$ cat config.mk
export PLATFORM = sky130hd
export DESIGN_NAME = nibble_serial_adder_flat
export DESIGN_NICKNAME = d
export VERILOG_FILES = /design/src/rtl/nibble_serial_adder_pkg.sv /design/src/rtl/nibble_serial_adder_if.sv /design/src/rtl/nibble_serial_adder_cla4.sv /design/src/rtl/nibble_serial_adder.sv /design/src/flat_wrapper.sv
export SDC_FILE = /design/constraint.sdc
export NUM_CORES = 1
export LEC_CHECK = 0
export ABC_AREA = 1
export CAP_MARGIN = 30
export CORE_AREA = 5 5 102 104
export CTS_BUF_LIST = sky130_fd_sc_hd__clkbuf_8 sky130_fd_sc_hd__clkbuf_16
export CTS_CLUSTER_SIZE = 8
export DETAILED_ROUTE_END_ITERATION = 10
export DIE_AREA = 0 0 107 109
export PLACE_DENSITY_LB_ADDON = 0.12
export RECOVER_POWER = 100
export SYNTH_ARGS = -nofsm -noshare
export SYNTH_HDL_FRONTEND = slang
export SYNTH_SLANG_ARGS = --single-unit
export TNS_END_PERCENT = 30
$ cat constraint.sdc
create_clock -name clk -period 2.2 [get_ports clk]
set_input_delay 0.44 -clock clk [delete_from_list [all_inputs] [get_ports clk]]
set_output_delay 0.44 -clock clk [all_outputs]
set_load 0.01 [all_outputs]
$ cat src/rtl/nibble_serial_adder_pkg.sv
// Shared definitions for the nibble-serial add/subtract engine.
//   state_t : FSM state encoding (IDLE, RUN, DONE)
//   NIB_W   : width of one processing slice in bits
package nibble_serial_adder_pkg;

    typedef enum logic [1:0] {
        ST_IDLE = 2'd0,
        ST_RUN  = 2'd1,
        ST_DONE = 2'd2
    } state_t;

    localparam int unsigned NIB_W = 4;

endpackage

$ cat src/rtl/nibble_serial_adder_if.sv
// Request/result bundle for nibble_serial_adder.
//   master : drives start/a/b/cin/sub, observes busy/done/sum/cout/ovf
//   slave  : the adder side of the same bundle
interface nibble_serial_adder_if #(
    parameter int unsigned WIDTH = 16
);
    logic             start;
    logic [WIDTH-1:0] a;
    logic [WIDTH-1:0] b;
    logic             cin;
    logic             sub;
    logic             busy;
    logic             done;
    logic [WIDTH-1:0] sum;
    logic             cout;
    logic             ovf;

    modport master (
        output start, a, b, cin, sub,
        input  busy, done, sum, cout, ovf
    );

    modport slave (
        input  start, a, b, cin, sub,
        output busy, done, sum, cout, ovf
    );
endinterface

$ cat src/rtl/nibble_serial_adder_cla4.sv
// Combinational 4-bit carry-lookahead slice.
//   x, y : operand nibbles
//   ci   : carry into bit 0
//   s    : sum nibble
//   co   : carry out of bit 3
//   c3   : carry into bit 3 (used for signed overflow detection)
module nibble_cla4 (
    input  logic [3:0] x,
    input  logic [3:0] y,
    input  logic       ci,
    output logic [3:0] s,
    output logic       co,
    output logic       c3
);
    logic [3:0] g;
    logic [3:0] p;
    logic [4:0] c;

    always_comb begin
        g = x & y;
        p = x ^ y;
        // Every carry is expanded directly from g/p/ci rather than chained.
        c[0] = ci;
        c[1] = g[0] | (p[0] & ci);
        c[2] = g[1] | (p[1] & g[0]) | (p[1] & p[0] & ci);
        c[3] = g[2] | (p[2] & g[1]) | (p[2] & p[1] & g[0])
             | (p[2] & p[1] & p[0] & ci);
        c[4] = g[3] | (p[3] & g[2]) | (p[3] & p[2] & g[1])
             | (p[3] & p[2] & p[1] & g[0]) | (p[3] & p[2] & p[1] & p[0] & ci);
        s  = p ^ c[3:0];
        co = c[4];
        c3 = c[3];
    end
endmodule

$ cat src/rtl/nibble_serial_adder.sv
// Multi-cycle WIDTH-bit add/subtract engine, one nibble per clock through
// a single 4-bit CLA slice with the carry registered between nibbles.
//   clk   : rising-edge clock
//   rst_n : asynchronous active-low reset
//   bus   : slave side of nibble_serial_adder_if
//           (start/a/b/cin/sub in, busy/done/sum/cout/ovf out)
// Start is accepted in IDLE and DONE; it is ignored while RUN.
// sum/cout/ovf update only on the edge entering DONE.
module nibble_serial_adder
    import nibble_serial_adder_pkg::*;
#(
    parameter int unsigned WIDTH = 16
) (
    input  logic                  clk,
    input  logic                  rst_n,
    nibble_serial_adder_if.slave  bus
);
    localparam int unsigned NIB   = WIDTH / NIB_W;
    localparam int unsigned IDX_W = $clog2(NIB);
    localparam logic [IDX_W-1:0] LAST_IDX = IDX_W'(NIB - 1);

    state_t           state_q;
    logic [WIDTH-1:0] a_q;
    logic [WIDTH-1:0] b_q;
    logic [WIDTH-1:0] res_q;
    logic [WIDTH-1:0] sum_q;
    logic [IDX_W-1:0] idx_q;
    logic             c_q;
    logic             busy_q;
    logic             done_q;
    logic             cout_q;
    logic             ovf_q;

    logic [NIB_W-1:0] sl_x;
    logic [NIB_W-1:0] sl_y;
    logic [NIB_W-1:0] sl_s;
    logic             sl_co;
    logic             sl_c3;
    logic [WIDTH-1:0] res_d;

    always_comb begin
        sl_x  = a_q[NIB_W*idx_q +: NIB_W];
        sl_y  = b_q[NIB_W*idx_q +: NIB_W];
        // Result fills from the top: after NIB shifts nibble 0 sits at the LSB.
        res_d = {sl_s, res_q[WIDTH-1:NIB_W]};
    end

    nibble_cla4 u_slice (
        .x  (sl_x),
        .y  (sl_y),
        .ci (c_q),
        .s  (sl_s),
        .co (sl_co),
        .c3 (sl_c3)
    );

    always_ff @(posedge clk or negedge rst_n) begin
        if (!rst_n) begin
            state_q <= ST_IDLE;
            a_q     <= '0;
            b_q     <= '0;
            res_q   <= '0;
            sum_q   <= '0;
            idx_q   <= '0;
            c_q     <= 1'b0;
            busy_q  <= 1'b0;
            done_q  <= 1'b0;
            cout_q  <= 1'b0;
            ovf_q   <= 1'b0;
        end else begin
            done_q <= 1'b0;
            case (state_q)
                ST_IDLE, ST_DONE: begin
                    if (bus.start) begin
                        // Subtraction as a + ~b + 1.
                        a_q     <= bus.a;
                        b_q     <= bus.sub ? ~bus.b : bus.b;
                        c_q     <= bus.sub ? 1'b1 : bus.cin;
                        idx_q   <= '0;
                        busy_q  <= 1'b1;
                        state_q <= ST_RUN;
                    end else begin
                        state_q <= ST_IDLE;
                    end
                end
                ST_RUN: begin
                    res_q <= res_d;
                    c_q   <= sl_co;
                    idx_q <= idx_q + 1'b1;
                    if (idx_q == LAST_IDX) begin
                        sum_q   <= res_d;
                        cout_q  <= sl_co;
                        ovf_q   <= sl_c3 ^ sl_co;
                        idx_q   <= '0;
                        busy_q  <= 1'b0;
                        done_q  <= 1'b1;
                        state_q <= ST_DONE;
                    end
                end
                default: begin
                    busy_q  <= 1'b0;
                    state_q <= ST_IDLE;
                end
            endcase
        end
    end

    assign bus.busy = busy_q;
    assign bus.done = done_q;
    assign bus.sum  = sum_q;
    assign bus.cout = cout_q;
    assign bus.ovf  = ovf_q;
endmodule
$ cat src/flat_wrapper.sv
// flat-port wrapper written by rule: the top's interface ports become plain ports
module nibble_serial_adder_flat import nibble_serial_adder_pkg::*;
#(
    parameter int unsigned WIDTH = 16
)
  (clk, rst_n, bus_start, bus_a, bus_b, bus_cin, bus_sub, bus_busy, bus_done, bus_sum, bus_cout, bus_ovf);
  nibble_serial_adder_if #(.WIDTH(WIDTH)) bus_i ();
  input  logic clk;
  input  logic rst_n;
  input wire logic [$bits(bus_i.start)-1:0] bus_start;
  input wire logic [$bits(bus_i.a)-1:0] bus_a;
  input wire logic [$bits(bus_i.b)-1:0] bus_b;
  input wire logic [$bits(bus_i.cin)-1:0] bus_cin;
  input wire logic [$bits(bus_i.sub)-1:0] bus_sub;
  output wire logic [$bits(bus_i.busy)-1:0] bus_busy;
  output wire logic [$bits(bus_i.done)-1:0] bus_done;
  output wire logic [$bits(bus_i.sum)-1:0] bus_sum;
  output wire logic [$bits(bus_i.cout)-1:0] bus_cout;
  output wire logic [$bits(bus_i.ovf)-1:0] bus_ovf;
  assign bus_i.start = bus_start;
  assign bus_i.a = bus_a;
  assign bus_i.b = bus_b;
  assign bus_i.cin = bus_cin;
  assign bus_i.sub = bus_sub;
  assign bus_busy = bus_i.busy;
  assign bus_done = bus_i.done;
  assign bus_sum = bus_i.sum;
  assign bus_cout = bus_i.cout;
  assign bus_ovf = bus_i.ovf;
  nibble_serial_adder #(.WIDTH(WIDTH)) u_core (.clk(clk), .rst_n(rst_n), .bus(bus_i));
endmodule
# == After elaboration in Yosys (flattened, before gate mapping) ==
# Index checks and enable logic that the tools add are counted.
# totals
elab_cells,72
ff_bits,73
out_inout_bits,20
# classes
bitwise_logic,31
shift,2
n_eq_ne,5
addsub,1
n_reduce_logical,7
n_mux,15
# ops
op,n
$shiftx A16 B5 Y4,2
$and A1 B1 Y1,16
$mux W16,1
$not A16 Y16,1
$or A1 B1 Y1,10
$pmux W2 S2,2
$reduce_and A2 Y1,4
$xor A4 B4 Y4,2
$mux W1,7
$mux W2,3
$and A4 B4 Y4,1
$eq A2 B2 Y1 const B,2
$pmux W1 S2,2
$add A2 B1 Y2 const B,1
$eq A2 B1 Y1 const B,1
$logic_not A2 Y1,1
$ne A2 B1 Y1 const B,1
$ne A2 B2 Y1 const B,1
$reduce_bool A2 Y1,1
$reduce_or A2 Y1,1
$xor A1 B1 Y1,1

# == Depth between registers and ports, before layout ==
# Gate-level depths: netlist of the first run.
# logic_depth
ltp_word,8
mapped_depth,14

# == Cells and area by module ==
# Synthesis of the first run repeated with hierarchy kept, for this count alone.
# hier_totals
hier_cells,440
area_unflattened_um2,3372.0
# by_module_without_submodules
mod,area_per_inst_um2,cells_each,seq_area_each_um2,n_inst
nibble_serial_adder,3178.0,409,1726.7,1
nibble_cla4,193.9,31,0.0,1

# == Least setup slack after synthesis of the first run ==
# Ideal clock, no wire load.
# synth_path
path_type,register to register
from,register u_core.idx_q[0]
to,register u_core.res_q[15]
period_less_slack_ps,2021
arrival_time_ps,1891
n_path_buf,3
setup_time_ps,130
required_time_ps,2070
setup_slack_ps,179
path_stages_with_launch,15
cell_sequence,dfrtp_1 buf_2 inv_1 buf_2 o21ai_0 o22ai_1 ha_1 clkbuf_1 nand2_1 nor2_1 nor2_1 nand2_1 nand2_1 nand3_1 o21ai_0
# synth_via
elab_chain_len,7
# synth_rtl
element,line,rtl
start: declaration,nibble_serial_adder.sv:27,logic [IDX_W-1:0] idx_q;
start signal: assignment,nibble_serial_adder.sv:89,idx_q <= idx_q + 1'b1;
$shiftx A16 B5 Y4 (on tied branches),"nibble_serial_adder.sv:42, nibble_serial_adder.sv:43",
$xor A4 B4 Y4 / $and A4 B4 Y4 (equally long branches),"nibble_serial_adder_cla4.sv:21, nibble_serial_adder_cla4.sv:20",
$and A1 B1 Y1 (on tied branches),"nibble_serial_adder_cla4.sv:26, nibble_serial_adder_cla4.sv:27",
$or A1 B1 Y1 (tied with other cells),nibble_serial_adder_cla4.sv:26,c[3] = g[2] | (p[2] & g[1]) | (p[2] & p[1] & g[0])
$or A1 B1 Y1 / $and A1 B1 Y1 (equally long branches),"nibble_serial_adder_cla4.sv:26, nibble_serial_adder_cla4.sv:27",
$or A1 B1 Y1,nibble_serial_adder_cla4.sv:27,| (p[2] & p[1] & p[0] & ci);
$xor A4 B4 Y4 *,nibble_serial_adder_cla4.sv:30,s = p ^ c[3:0];
end signal: assignment,nibble_serial_adder.sv:87,res_q <= res_d;
end: declaration,nibble_serial_adder.sv:25,logic [WIDTH-1:0] res_q;
# Mark *: on every way between the ends. The rest lies on a longest branch, timed or not.
# A chain may end at the register's enable or synchronous reset.

# == Worst setup path in the final report of the first run ==
# layout_path
from,register u_core.idx_q[0]
to,register u_core.res_q[13]
# layout_via
elab_chain_len,5
# layout_rtl
element,line,rtl
$shiftx A16 B5 Y4 (on tied branches),"nibble_serial_adder.sv:42, nibble_serial_adder.sv:43",
$xor A4 B4 Y4,nibble_serial_adder_cla4.sv:21,p = x ^ y;
$and A1 B1 Y1,nibble_serial_adder_cla4.sv:24,c[1] = g[0] | (p[0] & ci);
$or A1 B1 Y1,nibble_serial_adder_cla4.sv:24,
$xor A4 B4 Y4 *,nibble_serial_adder_cla4.sv:30,
# Marks and branches as above.

==> run_results.csv, run 1 <==
group,metric,value,unit
timing,final-hold-violation-count,0,
placed_design,port_buffers,56,
worst_setup_path,timing.rr.start,"u_core.idx_q[0]$_DFFE_PN0P_",
clocking,clock_latency,340,ps
global_routing,grt_pass1_wl,11260,um
finish,final-seq-area,1727,um2
worst_setup_path,cp_max_fo,11,
timing,worst_slew_pin_slew,1663,ps
finish,antennaDiodeCount,0,
synth,yosysWarnings,0,
timing,fin_crit,2024,ps
finish,multi_input_area,1250,um2
synth,synth_top_family_by_area,"simple AND/OR/NAND/NOR gates",
drt,ant_nets,0,
synth,synth-compound-area-share,0.1142,
timing,finalSetupTns,0,ps
timing,fin_crit_sh,0.9202,
worst_setup_path,crit_chain,"inv_1 > buf_4 > nand2_1 > a32oi_1 > inv_1 > fa_1 > xnor2_1 > nand2_1 > o21ai_0",
power_and_ir_drop,leakagePower,1.862,nW
drt,drc,0,
finish,nNetsFinal,434,
clocking,clk_pin_slew,70,ps
worst_setup_path,path_depth,9,
flow_run,maxCapViolCount,1,
floorplan,die_h,109,um
timing,whs,466.4,ps
drt,drtPass1Iterations,4,
finish,fill_cells,955,
status,violations,"max-capacitance violations, max-slew violations",
synth,async_flop_share,1.000,
synth,yosysSeqAreaShare,0.5452,
hold_path,min_path_type,"reg -> reg",
global_routing,grt_pass1_vias,2398,
global_routing,grt_overflow_total,0,
worst_setup_path,critPathArrivalTime,2290,ps
worst_setup_path,max_stage_delay,410,ps
finish,drive_gt1_frac,0.1091,
synth,yosys.area_share.simple,0.1513,
synth,synth_flop_cell,"dfrtp_1",
clocking,cts_buffers,9,
worst_setup_path,rr_endpoint,"u_core.res_q[13]$_DFFE_PN0P_",
synth,synth.top_cell.area_share,0.5452,
drt,wl_met1,3206,um
global_routing,grt_max_degree,70,
worst_setup_path,critPathSlowestCell,"fa_1",
timing,fmax,494.0,MHz
synth,synth-adder-area-share,0.02608,
power_and_ir_drop,p_per_area,1549,nW/um2
timing,fin_skew,4.240,ps
floorplan,die_x,107,um
worst_setup_path,end_kind,"flip-flop",
worst_setup_path,ff2ff_path_depth,9,
synth,synth_xor_area_frac,0.04702,
synth,synth-edff-count,0,
global_routing,track_usage,0.1233,
drt,drt-vias-per-instance,4.559,
global_routing,antenna_found_initial,0,
synth,synth_top_cell_by_area,"dfrtp_1",
hold_path,hold_end,"u_core.bus.busy$_DFFE_PN0P_",
floorplan,fp-row-count,36,
clocking,root_buffer,"clkbuf_8",
timing,relSlewSlack,-0.1089,
floorplan,start_util,0.3348,
finish,areaGrowthSynthToFinish,25.72,%
synth,synth_common_cells,"nand2_1, dfrtp_1, o21ai_0",
timing,setup_viol,0,
synth,synthesis.nets,377,
status,status,"complete, but fails checks",
drt,drt_wl_total,6588,um
hold_path,hold_start,"u_core.bus.busy$_DFFE_PN0P_",
drt,vias,2316,
synth,avgSynthCellArea,9.481,um2
floorplan,io_pins,57,
worst_setup_path,cp_num_buf_inv,3,
floorplan,dieArea,11660,um2
synth,synthCells,334,
clocking,hold_buffers,0,
clocking,cts.sinks,69,
worst_setup_path,startpoint_type,"flip-flop",
clocking,clk_path_buf_depth,2,
clocking,cts_tree,"built",
worst_setup_path,crit_required,2460,ps
drt,drtIter0Drc,88,
clocking,h-tree-depth,3,
power_and_ir_drop,ir_drop,0.0005314,V
synth,synth_most_common_cell,"nand2_1",
worst_setup_path,rrSetupSlack,180,ps
placed_design,place_congestion,0.8045,
timing,report.final.slew_viol_count,70,
floorplan,fp.coreArea,9459,um2
synth,synth.area.top_cells,"dfrtp_1, nand2_1, o21ai_0",
placed_design,post-dp-hpwl,4670,um
worst_setup_path,crit_family,"buffers and inverters",
drt,top_layer_used,"met4",
timing,rsz0062_at_grt,"false",
drt,wl_met2,2942,um
worst_setup_path,critPathKind,"reg -> reg",
synth,ys_seq_elements,69,
synth,synth.area.mux_share,0.05689,
synth,mappedNetlistArea,3167,um2
drt,routedWlPerCell,12.97,um
synth,yosysUniqueCellTypes,25,
hold_path,holdPathStages,2,
drt,wl_met3,295,um
==> flip-flops by register name, summed over array words and instances (netlist names) <==
signal           cells
u_core.c_q           1
u_core.bus.done      1
u_core.a_q          16
u_core.res_q        12
u_core.state_q       2
u_core.bus.ovf       1
u_core.bus.sum      16
u_core.idx_q         2
u_core.bus.cout      1
u_core.b_q          16
u_core.bus.busy      1
==> power by group <==
part / internal, mW / switching (mW)
combinational: 1.30 / 1.76
clock: 0.450 / 0.443
sequential: 1.88 / 0.333
==> worst register-to-register path, stage by stage, from the launching register on <==
cell,delay [ps]
dfrtp_1,400
inv_1,140
buf_4,190
nand2_1,60
a32oi_1,260
inv_1,110
fa_1,410
xnor2_1,240
nand2_1,70
o21ai_0,70
==> logic make-up after synthesis <==
| family | after synthesis |
|---|---|
| flops | 69 |
| xor+xnor | 17 |
| compound gates | 66 |
| fa+ha+maj | 6 |
| mux | 16 |
| buf+inv | 43 |
| simple gates | 117 |
==> per-stage QoR <==
step	utilization	area, um2	power, mW	worst slack (ps)	cells
after floorplan	-	3167	4.390	179.3	334
after global placement	0.4073	3852	5.329	161.7	494
after detailed placement	0.4073	3852	5.408	169.5	494
after CTS	0.4247	4018	6.347	149.2	508
after global routing	0.4209	3981	6.788	6.720	508
final	0.4209	3981	6.165	175.6	508
==> cells in the final DEF (no fill, tap or decap) <==
cell | synthesis | layout
dlygate4sd3_1 | 0 | 22
clkinv_2 | 0 | 2
a32oi_1 | 2 | 2
dfrtp_1 | 69 | 69
clkbuf_8 | 0 | 11
o211ai_1 | 1 | 1
ha_2 | 0 | 1
a21oi_1 | 3 | 3
nor2_2 | 0 | 1
xnor2_1 | 17 | 17
fa_1 | 1 | 1
nand2_1 | 84 | 84
nor2_4 | 1 | 1
nor2_1 | 19 | 18
nand3_1 | 11 | 11
buf_2 | 6 | 1
nor2_8 | 1 | 1
o21ai_2 | 3 | 1
clkbuf_1 | 7 | 1
nand4_1 | 1 | 1
mux2_2 | 16 | 16
clkbuf_2 | 0 | 2
o22ai_1 | 6 | 6
ha_1 | 5 | 4
inv_2 | 3 | 2
a21o_1 | 1 | 1
inv_1 | 23 | 25
clkdlybuf4s50_1 | 0 | 33
o21ai_0 | 50 | 52
buf_4 | 1 | 4
==> area by class of cell <==
class                      count  share of cell area
inverter                      26             0.02451
sequential                    69              0.4337
clock buffer                  11             0.03803
clock inverter                 3            0.003457
timing repair buffer          63              0.1505
tap                          114             0.03583
multi-input combinational    222              0.3140
==> metal layers <==
layer	up-vias	track usage
li1	1197	-
met1	1054	0.1592
met2	51	0.1902
met3	14	0.04026
met4	0	0.05388
met5	-	0
==> worst max-delay path by stage <==
| stage | startpoint | to | slack [ps] |
|---|---|---|---|
| 2_1_floorplan | u_core.idx_q[0]$_DFFE_PN0P_ | u_core.res_q[15]$_DFFE_PN0P_ | 180 |
| 3_3_place_gp | u_core.idx_q[1]$_DFFE_PN0P_ | u_core.res_q[15]$_DFFE_PN0P_ | 160 |
| 3_5_place_dp | u_core.idx_q[1]$_DFFE_PN0P_ | u_core.res_q[15]$_DFFE_PN0P_ | 170 |
| 4_1_cts | u_core.idx_q[1]$_DFFE_PN0P_ | u_core.res_q[15]$_DFFE_PN0P_ | 150 |
| 5_1_grt | u_core.idx_q[0]$_DFFE_PN0P_ | u_core.res_q[15]$_DFFE_PN0P_ | 7 |
| 6_report | u_core.idx_q[0]$_DFFE_PN0P_ | u_core.res_q[13]$_DFFE_PN0P_ | 180 |
==> timing repair <==
| item | in CTS | in global routing |
|---|---|---|
| buffers inserted | 0 | 0 |
| endpoints found under the setup margin | 0 | 3 |
| gates resized for setup | 0 | 3 |
Note: power is estimated with default switching activity, not from simulation.
==> run 2: changes to the inputs <==
--- a/config.mk
+++ b/config.mk
@@ -7,11 +7,11 @@
 export LEC_CHECK = 0
 export ABC_AREA = 1
 export CAP_MARGIN = 30
-export CORE_AREA = 5 5 102 104
+export CORE_AREA = 5 5 109 111
 export CTS_BUF_LIST = sky130_fd_sc_hd__clkbuf_8 sky130_fd_sc_hd__clkbuf_16
 export CTS_CLUSTER_SIZE = 8
 export DETAILED_ROUTE_END_ITERATION = 10
-export DIE_AREA = 0 0 107 109
+export DIE_AREA = 0 0 114 116
 export PLACE_DENSITY_LB_ADDON = 0.12
 export RECOVER_POWER = 100
 export SYNTH_ARGS = -nofsm -noshare
==> run 2 against run 1 <==
The flow still finishes with violations (max-capacitance violations, max-slew violations). Register-to-register slack worse by 20 ps. Cell area increased by 2.9%. Cell count is 6.1% higher.
==> run_results.csv, run 2 (synthesized netlist as in run 1, its figures left out) <==
group,metric,value,unit
clocking,cts_tree,"built",
global_routing,grt_overflow_total,0,
worst_setup_path,critPathKind,"reg -> reg",
finish,final_cell_mix,"nand2_1, dfrtp_1, clkdlybuf4s50_1",
drt,drc,0,
drt,drtPass1Iterations,4,
placed_design,place_congestion,0.7362,
worst_setup_path,cp_max_fo,8,
clocking,h-tree-depth,3,
finish,fin_util,0.3829,
status,violations,"max-capacitance violations, max-slew violations",
placed_design,port_buffers,56,
worst_setup_path,end_kind,"flip-flop",
drt,drtIter0Drc,64,
clocking,clk_pin_slew,80,ps
worst_setup_path,startpoint_type,"flip-flop",
worst_setup_path,rrSetupSlack,160,ps
drt,vias,2365,
timing,relSlewSlack,-0.1246,
timing,fin_crit_sh,0.9276,
floorplan,fp-row-count,38,
timing,fin_skew,9.378,ps
clocking,hold_buffers,0,
timing,report.final.slew_viol_count,70,
power_and_ir_drop,ir_drop,0.0006122,V
floorplan,start_util,0.2960,
drt,drt-vias-per-instance,4.388,
placed_design,post-dp-hpwl,4772,um
floorplan,die_x,114,um
hold_path,min_path_type,"reg -> reg",
timing,finalSetupTns,0,ps
global_routing,track_usage,0.1113,
clocking,cts_buffers,9,
global_routing,grt_pass1_vias,2497,
drt,top_layer_used,"met4",
placed_design,place_ws,43.43,ps
finish,areaGrowthSynthToFinish,29.36,%
drt,wl_met1,3342,um
clocking,cts.sinks,69,
drt,ant_nets,0,
drt,drt_wl_total,6940,um
clocking,clk_path_buf_depth,2,
timing,fmax,490.0,MHz
finish,antennaDiodeCount,0,
timing,rsz0062_at_grt,"true",
power_and_ir_drop,p_per_area,1579,nW/um2
clocking,root_buffer,"clkbuf_8",
flow_run,maxCapViolCount,1,
timing,setup_viol,0,
floorplan,io_pins,57,
floorplan,die_h,116,um
timing,fin_crit,2041,ps
finish,fin_area,4096,um2
drt,wl_met3,342,um
power_and_ir_drop,leakagePower,1.849,nW
floorplan,fp.coreArea,10700,um2
global_routing,antenna_found_initial,0,
drt,routedWlPerCell,12.88,um
global_routing,grt_pass1_wl,11670,um
worst_setup_path,critPathArrivalTime,2260,ps
clocking,clock_latency,340,ps
global_routing,grt_max_degree,70,
finish,drive_gt1_frac,0.1328,
placed_design,placed_area,3877,um2
timing,fin_ws,159.4,ps
status,status,"complete, but fails checks",
worst_setup_path,crit_required,2420,ps
finish,final_common_cell,"nand2_1",
finish,fill_cells,1130,
timing,whs,474.4,ps
timing,worst_slew_pin_slew,1687,ps
floorplan,dieArea,13220,um2
drt,wl_met2,3175,um
finish,nNetsFinal,437,
timing,final-hold-violation-count,0,
[run 2: power breakdown]
group	switching [mW]	total (mW)	leakage [nW]	internal, mW
clock	0.467	1.01	0.107	0.543
combinational	1.81	3.24	0.891	1.43
sequential	0.339	2.22	0.851	1.88
total	2.62	6.47	1.85	3.85
[run 2: path summary, 6_finish.rpt]
check	from	end	cells after the start
min reg2reg	u_core.res_q[8]$_DFFE_PN0P_	u_core.res_q[4]$_DFFE_PN0P_	2
max in group asynchronous	rst_n	u_core.idx_q[0]$_DFFE_PN0P_	2
max	u_core.idx_q[0]$_DFFE_PN0P_	u_core.res_q[15]$_DFFE_PN0P_	11
max reg2reg	u_core.idx_q[0]$_DFFE_PN0P_	u_core.res_q[15]$_DFFE_PN0P_	11
min in group asynchronous	rst_n	u_core.bus.sum[1]$_DFFE_PN0P_	2
min	u_core.res_q[8]$_DFFE_PN0P_	u_core.res_q[4]$_DFFE_PN0P_	2
[run 2: cell type report]
cell class | instances | area (um2) | area share
clock inverter | 6 | 53.80 | 0.01313
timing repair buffer | 65 | 636.9 | 0.1555
inverter | 26 | 105.1 | 0.02566
multi-input combinational | 222 | 1252 | 0.3057
sequential | 69 | 1728 | 0.4218
clock buffer | 10 | 137.6 | 0.03360
timing repair inverter | 1 | 7.507 | 0.001833
tap | 140 | 175.2 | 0.04276
[run 2: critical path, cell delays in order, from the launching register on]
cell and delay [ps]:
dfrtp_2 450, clkinvlp_4 200, o21ai_0 200, o22ai_1 130
ha_2 420, nand2_1 70, nor2_1 90, nor2_1 50
nand2_1 80, nand2_1 80, nand3_1 80, o21ai_0 80
[run 2: stage by stage]
| step | cells | total power, mW |
|---|---|---|
| floorplan | 334 | 4.390 |
| global placement | 519 | 5.351 |
| detailed placement | 519 | 5.406 |
| CTS | 535 | 6.457 |
| global route | 539 | 7.095 |
| finish | 539 | 6.470 |
[run 2: per-layer routing]
layer | global-route usage | vias up
li1 | - | 1205
met1 | 0.1401 | 1102
met2 | 0.1795 | 51
met3 | 0.03969 | 7
met4 | 0.03563 | 0
met5 | 0 | -
[run 2: timing repair]
action                                  CTS  global route
gates resized for setup                   0            10
setup buffers                             0             3
endpoints found under the setup margin    0             4
==> run 3: changes to the inputs <==
==> constraint.sdc (replaced) <==
create_clock -name clk -period 2.2 [get_ports clk]
set_input_delay 0.44 -clock clk [delete_from_list [all_inputs] [get_ports clk]]
set_output_delay 0.44 -clock clk [all_outputs]
set_load 0.005 [all_outputs]
==> results of run 3 <==
Same layout as run 2 (identical final DEF). Status: complete, but fails checks: max-capacitance violations, max-slew violations.
Among the figures that moved: total power 6.470 mW -> 6.408 mW; worst IR drop on VDD 0.0006122 V -> 0.0006118 V
